--- src/rtl/conv_encoder_pkg.sv ---
// rtl/conv_encoder_pkg.sv - shared constants, rate encodings and puncture helpers for the convolutional encoder
package conv_encoder_pkg;

    localparam int K = 7;

    // Tap vectors ordered {x, d1, d2, d3, d4, d5, d6}, MSB is the current input bit
    localparam logic [K-1:0] G0 = 7'o133;
    localparam logic [K-1:0] G1 = 7'o171;

    typedef enum logic [1:0] {
        RATE_1_2  = 2'b00,
        RATE_2_3  = 2'b01,
        RATE_3_4  = 2'b10,
        RATE_RSVD = 2'b11
    } rate_e;

    // The reserved code encodes as plain rate 1/2
    function automatic rate_e norm_rate(input logic [1:0] r);
        rate_e rr;
        rr = rate_e'(r);
        return (rr == RATE_RSVD) ? RATE_1_2 : rr;
    endfunction

    // Which of {A, B} survive puncturing at the given phase
    function automatic logic [1:0] keep_mask(input rate_e r, input logic [1:0] ph);
        logic [1:0] m;
        case (r)
            RATE_2_3: m = (ph == 2'd0) ? 2'b11 : 2'b10;
            RATE_3_4: begin
                case (ph)
                    2'd0:    m = 2'b11;
                    2'd1:    m = 2'b10;
                    default: m = 2'b01;
                endcase
            end
            default:  m = 2'b11;
        endcase
        return m;
    endfunction

    // Phase after one accepted input bit
    function automatic logic [1:0] next_phase(input rate_e r, input logic [1:0] ph);
        logic [1:0] n;
        case (r)
            RATE_2_3: n = (ph == 2'd0) ? 2'd1 : 2'd0;
            RATE_3_4: n = (ph == 2'd2) ? 2'd0 : 2'(ph + 2'd1);
            default:  n = 2'd0;
        endcase
        return n;
    endfunction

endpackage

--- src/rtl/conv_encoder_core.sv ---
// rtl/conv_encoder_core.sv - K=7 delay line and generator tap logic with shift enable and sync clear
module conv_encoder_core
    import conv_encoder_pkg::*;
(
    input  logic clk,
    input  logic reset,
    input  logic clr,
    input  logic en,
    input  logic x,
    output logic a,
    output logic b
);

    // d_q[0] is d1 (previous input), d_q[K-2] is d6 (oldest)
    logic [K-2:0] d_q;
    logic [K-2:0] d_d;
    logic [K-2:0] d_eff;
    logic [K-1:0] taps;

    // Clear applies to the same-cycle encode, so outputs see an all-zero history on a start
    always_comb begin
        d_eff     = clr ? '0 : d_q;
        taps      = '0;
        taps[K-1] = x;
        for (int i = 0; i < K - 1; i++) begin
            taps[K-2-i] = d_eff[i];
        end
        a   = ^(taps & G0);
        b   = ^(taps & G1);
        d_d = en ? {d_eff[K-3:0], x} : d_eff;
    end

    // Delay line register
    always_ff @(posedge clk or posedge reset) begin
        if (reset) begin
            d_q <= '0;
        end else begin
            d_q <= d_d;
        end
    end

endmodule

--- src/rtl/conv_encoder.sv ---
// rtl/conv_encoder.sv - rate 1/2 K=7 convolutional encoder with 2/3 and 3/4 puncturing and serial output
module conv_encoder
    import conv_encoder_pkg::*;
#(
    parameter int RATE_W = 2
) (
    input  logic              clk,
    input  logic              reset,
    input  logic              start,
    input  logic [RATE_W-1:0] rate,
    input  logic              in_bit,
    input  logic              in_valid,
    output logic              in_rdy,
    output logic              out_bit,
    output logic              out_valid,
    input  logic              out_rdy
);

    logic [1:0] cnt_q, cnt_d;
    logic [1:0] pend_q, pend_d;
    logic [1:0] phase_q, phase_d;
    rate_e      rate_q, rate_d;
    logic       rdy_q, rdy_d;

    logic       idle;
    logic       start_eff;
    rate_e      rate_eff;
    logic [1:0] phase_eff;
    logic [1:0] keep;
    logic       accept;
    logic       pop;
    logic       code_a;
    logic       code_b;

    // pend_q[1] is the older bit and is always the one presented
    assign out_valid = (cnt_q != 2'd0);
    assign out_bit   = pend_q[1];

    // Handshake control; a start seen while idle overrides rate and phase in the same cycle
    always_comb begin
        idle      = (cnt_q == 2'd0);
        start_eff = start & idle;
        rate_eff  = start_eff ? norm_rate(rate[1:0]) : rate_q;
        phase_eff = start_eff ? 2'd0 : phase_q;
        keep      = keep_mask(rate_eff, phase_eff);
        in_rdy    = rdy_q & (idle | ((cnt_q == 2'd1) & out_rdy));
        accept    = in_valid & in_rdy;
        pop       = out_valid & out_rdy;
    end

    conv_encoder_core u_core (
        .clk   (clk),
        .reset (reset),
        .clr   (start_eff),
        .en    (accept),
        .x     (in_bit),
        .a     (code_a),
        .b     (code_b)
    );

    // Output buffer drain/reload and puncture phase advance
    always_comb begin
        cnt_d   = cnt_q;
        pend_d  = pend_q;
        phase_d = phase_eff;
        rate_d  = rate_eff;
        rdy_d   = 1'b1;
        if (pop) begin
            if (cnt_q == 2'd2) begin
                pend_d = {pend_q[0], 1'b0};
                cnt_d  = 2'd1;
            end else begin
                cnt_d  = 2'd0;
            end
        end
        // An accept only happens once the buffer is empty after this cycle's pop, so it overwrites
        if (accept) begin
            phase_d = next_phase(rate_eff, phase_eff);
            case (keep)
                2'b11: begin
                    pend_d = {code_a, code_b};
                    cnt_d  = 2'd2;
                end
                2'b10: begin
                    pend_d = {code_a, 1'b0};
                    cnt_d  = 2'd1;
                end
                2'b01: begin
                    pend_d = {code_b, 1'b0};
                    cnt_d  = 2'd1;
                end
                default: begin
                    cnt_d = cnt_d;
                end
            endcase
        end
    end

    // Control state registers; rdy_q holds in_rdy low until the first clock after reset
    always_ff @(posedge clk or posedge reset) begin
        if (reset) begin
            cnt_q   <= 2'd0;
            pend_q  <= 2'b00;
            phase_q <= 2'd0;
            rate_q  <= RATE_1_2;
            rdy_q   <= 1'b0;
        end else begin
            cnt_q   <= cnt_d;
            pend_q  <= pend_d;
            phase_q <= phase_d;
            rate_q  <= rate_d;
            rdy_q   <= rdy_d;
        end
    end

endmodule

--- config.mk ---
export PLATFORM = sky130hd
export DESIGN_NAME = conv_encoder
export DESIGN_NICKNAME = d
export VERILOG_FILES = /design/src/rtl/conv_encoder_pkg.sv /design/src/rtl/conv_encoder_core.sv /design/src/rtl/conv_encoder.sv
export SDC_FILE = /design/constraint.sdc
export NUM_CORES = 1
export LEC_CHECK = 0
export CAP_MARGIN = 5
export CELL_PAD_IN_SITES_DETAIL_PLACEMENT = 2
export CELL_PAD_IN_SITES_GLOBAL_PLACEMENT = 2
export CORE_ASPECT_RATIO = 1.4
export CORE_MARGIN = 2
export CORE_UTILIZATION = 36
export CTS_CLUSTER_SIZE = 8
export DETAILED_ROUTE_END_ITERATION = 8
export PLACE_DENSITY_LB_ADDON = 0.05
export SLEW_MARGIN = 40
export SYNTH_ARGS = -nofsm -noshare
export SYNTH_HDL_FRONTEND = slang
export SYNTH_SLANG_ARGS = --single-unit
--- constraint.sdc ---
create_clock -name clk -period 6.2 [get_ports clk]
set_input_delay 0.62 -clock clk [delete_from_list [all_inputs] [get_ports clk]]
set_output_delay 0.62 -clock clk [all_outputs]
set_load 0.005 [all_outputs]
==> summary.txt <==
Setup path
  – Crit end category: flop
  – Reg2Reg Depth: 7
  – R2r setup slk: around 3.1 ns
  – Worst-path maximum fanout: 7
  – Crit path launch type: input pin
  – Critical Path RT: 6.38 ns
  – Crit path DAT: roughly 3.6 ns
  – Critical path class: input pin to flop

Final layout
  – Layout cells sized above 1: 7.78%
  – # diodes: 0
  – Post-layout net count: roughly 100
  – Area grow syn2layout: 18.2%
  – Final Instance Area: between 900 and 1000 sq um

Detailed routing
  – WL final: around 1800 um
  – Routed via count: 618
  – Final ANT Viol Nets: 0
  – Routed len/inst: between 15 and 20 um
  – Iter 0 DRT Violations: 7
  – Via-per-instance ratio: about 5.5
  – TritonRoute pass-1 iters: 3
  – Drt drc: 0

STA
  – RSZ-0062 raised after global routing: false
  – Clk_skew: around 0.012 ns
  – Worst Tran Pin Value: 0.649 ns
  – Final Max Slew Viols: 0
  – Achievable clock frequency: between 200 and 300 MHz
  – Hold Slack: around 0.53 ns
  – Max_slew headroom: 56.1%
  – Final Setup Violations: 0
  – Fin crit period: approximately 3.4 ns
  – Final worst-path cycle share: 55.0%
  – Final hold vios: 0
  – Setup_tns: 0 ns

Clocking
  – Clock transition at path regs: approximately 0.1 ns
  – Root Buffer: clkbuf_4
  – Post-CTS Setup Inserts: 0
  – Max Buffers Root-to-Sink: 2
  – Post-CTS Hold Fix Bufs: 0
  – TritonCTS buffer count: 3
  – Clock latency on the worst-skew pair: 0.28 ns
  – TritonCTS clock tree: built
  – H-Tree Level Count: 1
  – Gates resized, CTS repair: 0
  – Sink Count: 15

Die
  – Die W: approximately 44 um
  – Die area: 2630 sq um
  – Height of the die: between 50 and 60 um
  – Core Area: ~2200 sq um
  – # IOs: 11
  – Initial Util: a little under two fifths
  – Rows: 20

Placement
  – Buffers on Ports: 10
  – Placed Area: around 920 sq um
  – DP HPWL: about 1400 um
  – GPL Wtd Cong: 0.736

GRT
  – Largest net degree at the start of global routing: 16
  – Vias in the first global route: 683
  – Total GRT Usage: between 15 and 20%
  – Initial antenna violation count: 0
  – GRT busiest layer: met2
  – Met2 Usage GRT: about 28%
  – Total grt overflow: 0
  – Met3 usage in global routing: around 2.7%
  – Met1 global-route usage: between 20% and 30%
  – Wire length of the first global-routing pass: roughly 3200 um

Synthesis
  – Cells after Synth: 78
  – Yosys reg bits: 15
  – Sequential fraction of the synthesis area: a little under half
  – Mapped Area: approximately 800 sq um
  – YS warnings: 0
  – Cell variety after synth: 33
  – Mapped Nets: 88
  – Synthesized area per cell: between 10 and 15 sq um

Power and ir drop
  – P_int: around 230 uW
  – PwrDens: just under 400 nW/um^2
  – Comb power frac: ~46%
  – Sequential share of power: 38.7%
  – Clock power frac: approximately 15%
  – VDD IR max: ~0.00015 V
  – Pleak: 0.000466 uW
  – Switching part of the total: between 30% and 40%
  – Net switching power: around 140 uW

Outcome
  – Status: complete, no violations

Flow run
  – Max cap viols: 0

Min path
  – Min-Delay Path Class: flop to flop
  – Hold path depth: 2
==> placed cells by master (no fill, tap or decap) <==
cell type and count:
nor2_1 9, nand2b_1 3, o31ai_1 2, clkdlybuf4s50_1 10
nand3_1 2, mux2i_1 6, a32oi_1 1, and3b_1 1
xor2_1 1, nor2b_1 1, or4b_4 1, conb_1 1
nand4b_1 1, dfrtp_1 15, o21ai_0 4, clkbuf_1 1
xnor3_1 1, a21oi_1 2, a32o_1 1, or3b_2 1
inv_1 6, nor4_1 1, nand3b_1 1, o21a_1 1
xnor2_1 1, nand2_1 3, a31oi_1 2, a21o_1 1
ha_1 2, clkbuf_4 3, o311ai_1 1, and3_4 1
o31a_1 2, or2_2 1
==> worst paths after layout <==
| check | from | to |
|---|---|---|
| worst max-delay path | start | pend_q[1] |
| worst min-delay path | u_core.d_q[3] | u_core.d_q[3] |
| worst max register to register | cnt_q[1] | pend_q[1] |
| worst min register to register | u_core.d_q[3] | u_core.d_q[3] |
| max in group asynchronous | reset | rate_q[1] |
| min in group asynchronous | reset | cnt_q[0] |
==> worst max-delay path, cell delays in order <==
cell	delay, ns
clkdlybuf4s50_1	0.47
or3b_2	0.53
o21ai_0	0.33
ha_1	0.36
or4b_4	0.56
and3_4	0.19
o31a_1	0.27
o31a_1	0.26
==> synth_stat cells <==
cell | count | area share (%)
dfrtp_1 | 15 | 47
nor2_1 | 9 | 4.2
inv_1 | 6 | 2.8
mux2i_1 | 6 | 7.5
o21ai_0 | 4 | 2.5
nand2_1 | 3 | 1.4
nand2b_1 | 3 | 2.3
a21oi_1 | 2 | 1.2
a31oi_1 | 2 | 1.6
ha_1 | 2 | 3.1
nand3_1 | 2 | 1.2
o31a_1 | 2 | 2.2
o31ai_1 | 2 | 1.9
a21o_1 | 1 | 0.93
a32o_1 | 1 | 1.2
a32oi_1 | 1 | 1.1
and3_4 | 1 | 1.4
and3b_1 | 1 | 1.1
buf_1 | 1 | 0.47
clkbuf_1 | 1 | 0.47
conb_1 | 1 | 0.47
nand3b_1 | 1 | 0.93
nand4b_1 | 1 | 1.1
nor2b_1 | 1 | 0.78
nor4_1 | 1 | 0.78
o21a_1 | 1 | 0.93
o311ai_0 | 1 | 1.1
or2_2 | 1 | 0.78
or3b_2 | 1 | 1.1
or4b_4 | 1 | 1.7
xnor2_1 | 1 | 1.1
xnor3_1 | 1 | 2.8
xor2_1 | 1 | 1.1
==> registers in the layout, summed over array words and instances, names as in the netlist <==
name / count
u_core.d_q: 6
cnt_q: 2
pend_q: 2
phase_q: 2
rate_q: 2
rdy_q: 1
==> power by group through the flow <==
stage	combinational, uW	sequential (uW)	clock [uW]
floorplan	118	137	0
global placement	163	143	0
detailed placement	171	144	0
CTS	171	142	58.6
global route	189	145	62.8
finish	168	141	56.3
==> metrics by stage <==
step                worst slack [ns]  total power [uW]  utilization, %  std cells
finish                          2.79               366            44.1        112
detailed placement              2.48               315            42.9        108
global route                    2.68               397            44.1        112
global placement                2.55               307            42.9        108
floorplan                       3.06               255               -         78
CTS                             2.78               372            44.1        112
==> cells by family (layout without fill, tap and decap cells) <==
logic type | Yosys count | in the layout | share of synthesized area (%)
simple gates | 26 | 26 | 18.8
compound gates | 17 | 17 | 14.6
flops | 15 | 15 | 46.7
buf+inv | 8 | 20 | 3.74
mux | 6 | 6 | 7.48
xor+xnor | 3 | 3 | 4.98
fa+ha+maj | 2 | 2 | 3.11
other cells | 1 | 1 | 0.467
==> per-layer routing <==
layer / wire length (um) / part of all wire, % / vias to the layer above
li1: - / - / 297
met1: 820 / 45 / 311
met2: 942 / 51 / 8
met3: 47 / 2.6 / 2
met4: 22 / 1.2 / 0
met5: 0 / 0 / -
==> cell type report <==
class / instances / area, sq um
multi-input combinational: 55 / 398
timing repair buffer: 10 / 100
tap: 22 / 27.5
inverter: 6 / 22.5
sequential: 15 / 375
clock buffer: 4 / 26.3
fill: 251 / 1200
Note: power is estimated with default switching activity, not from simulation.
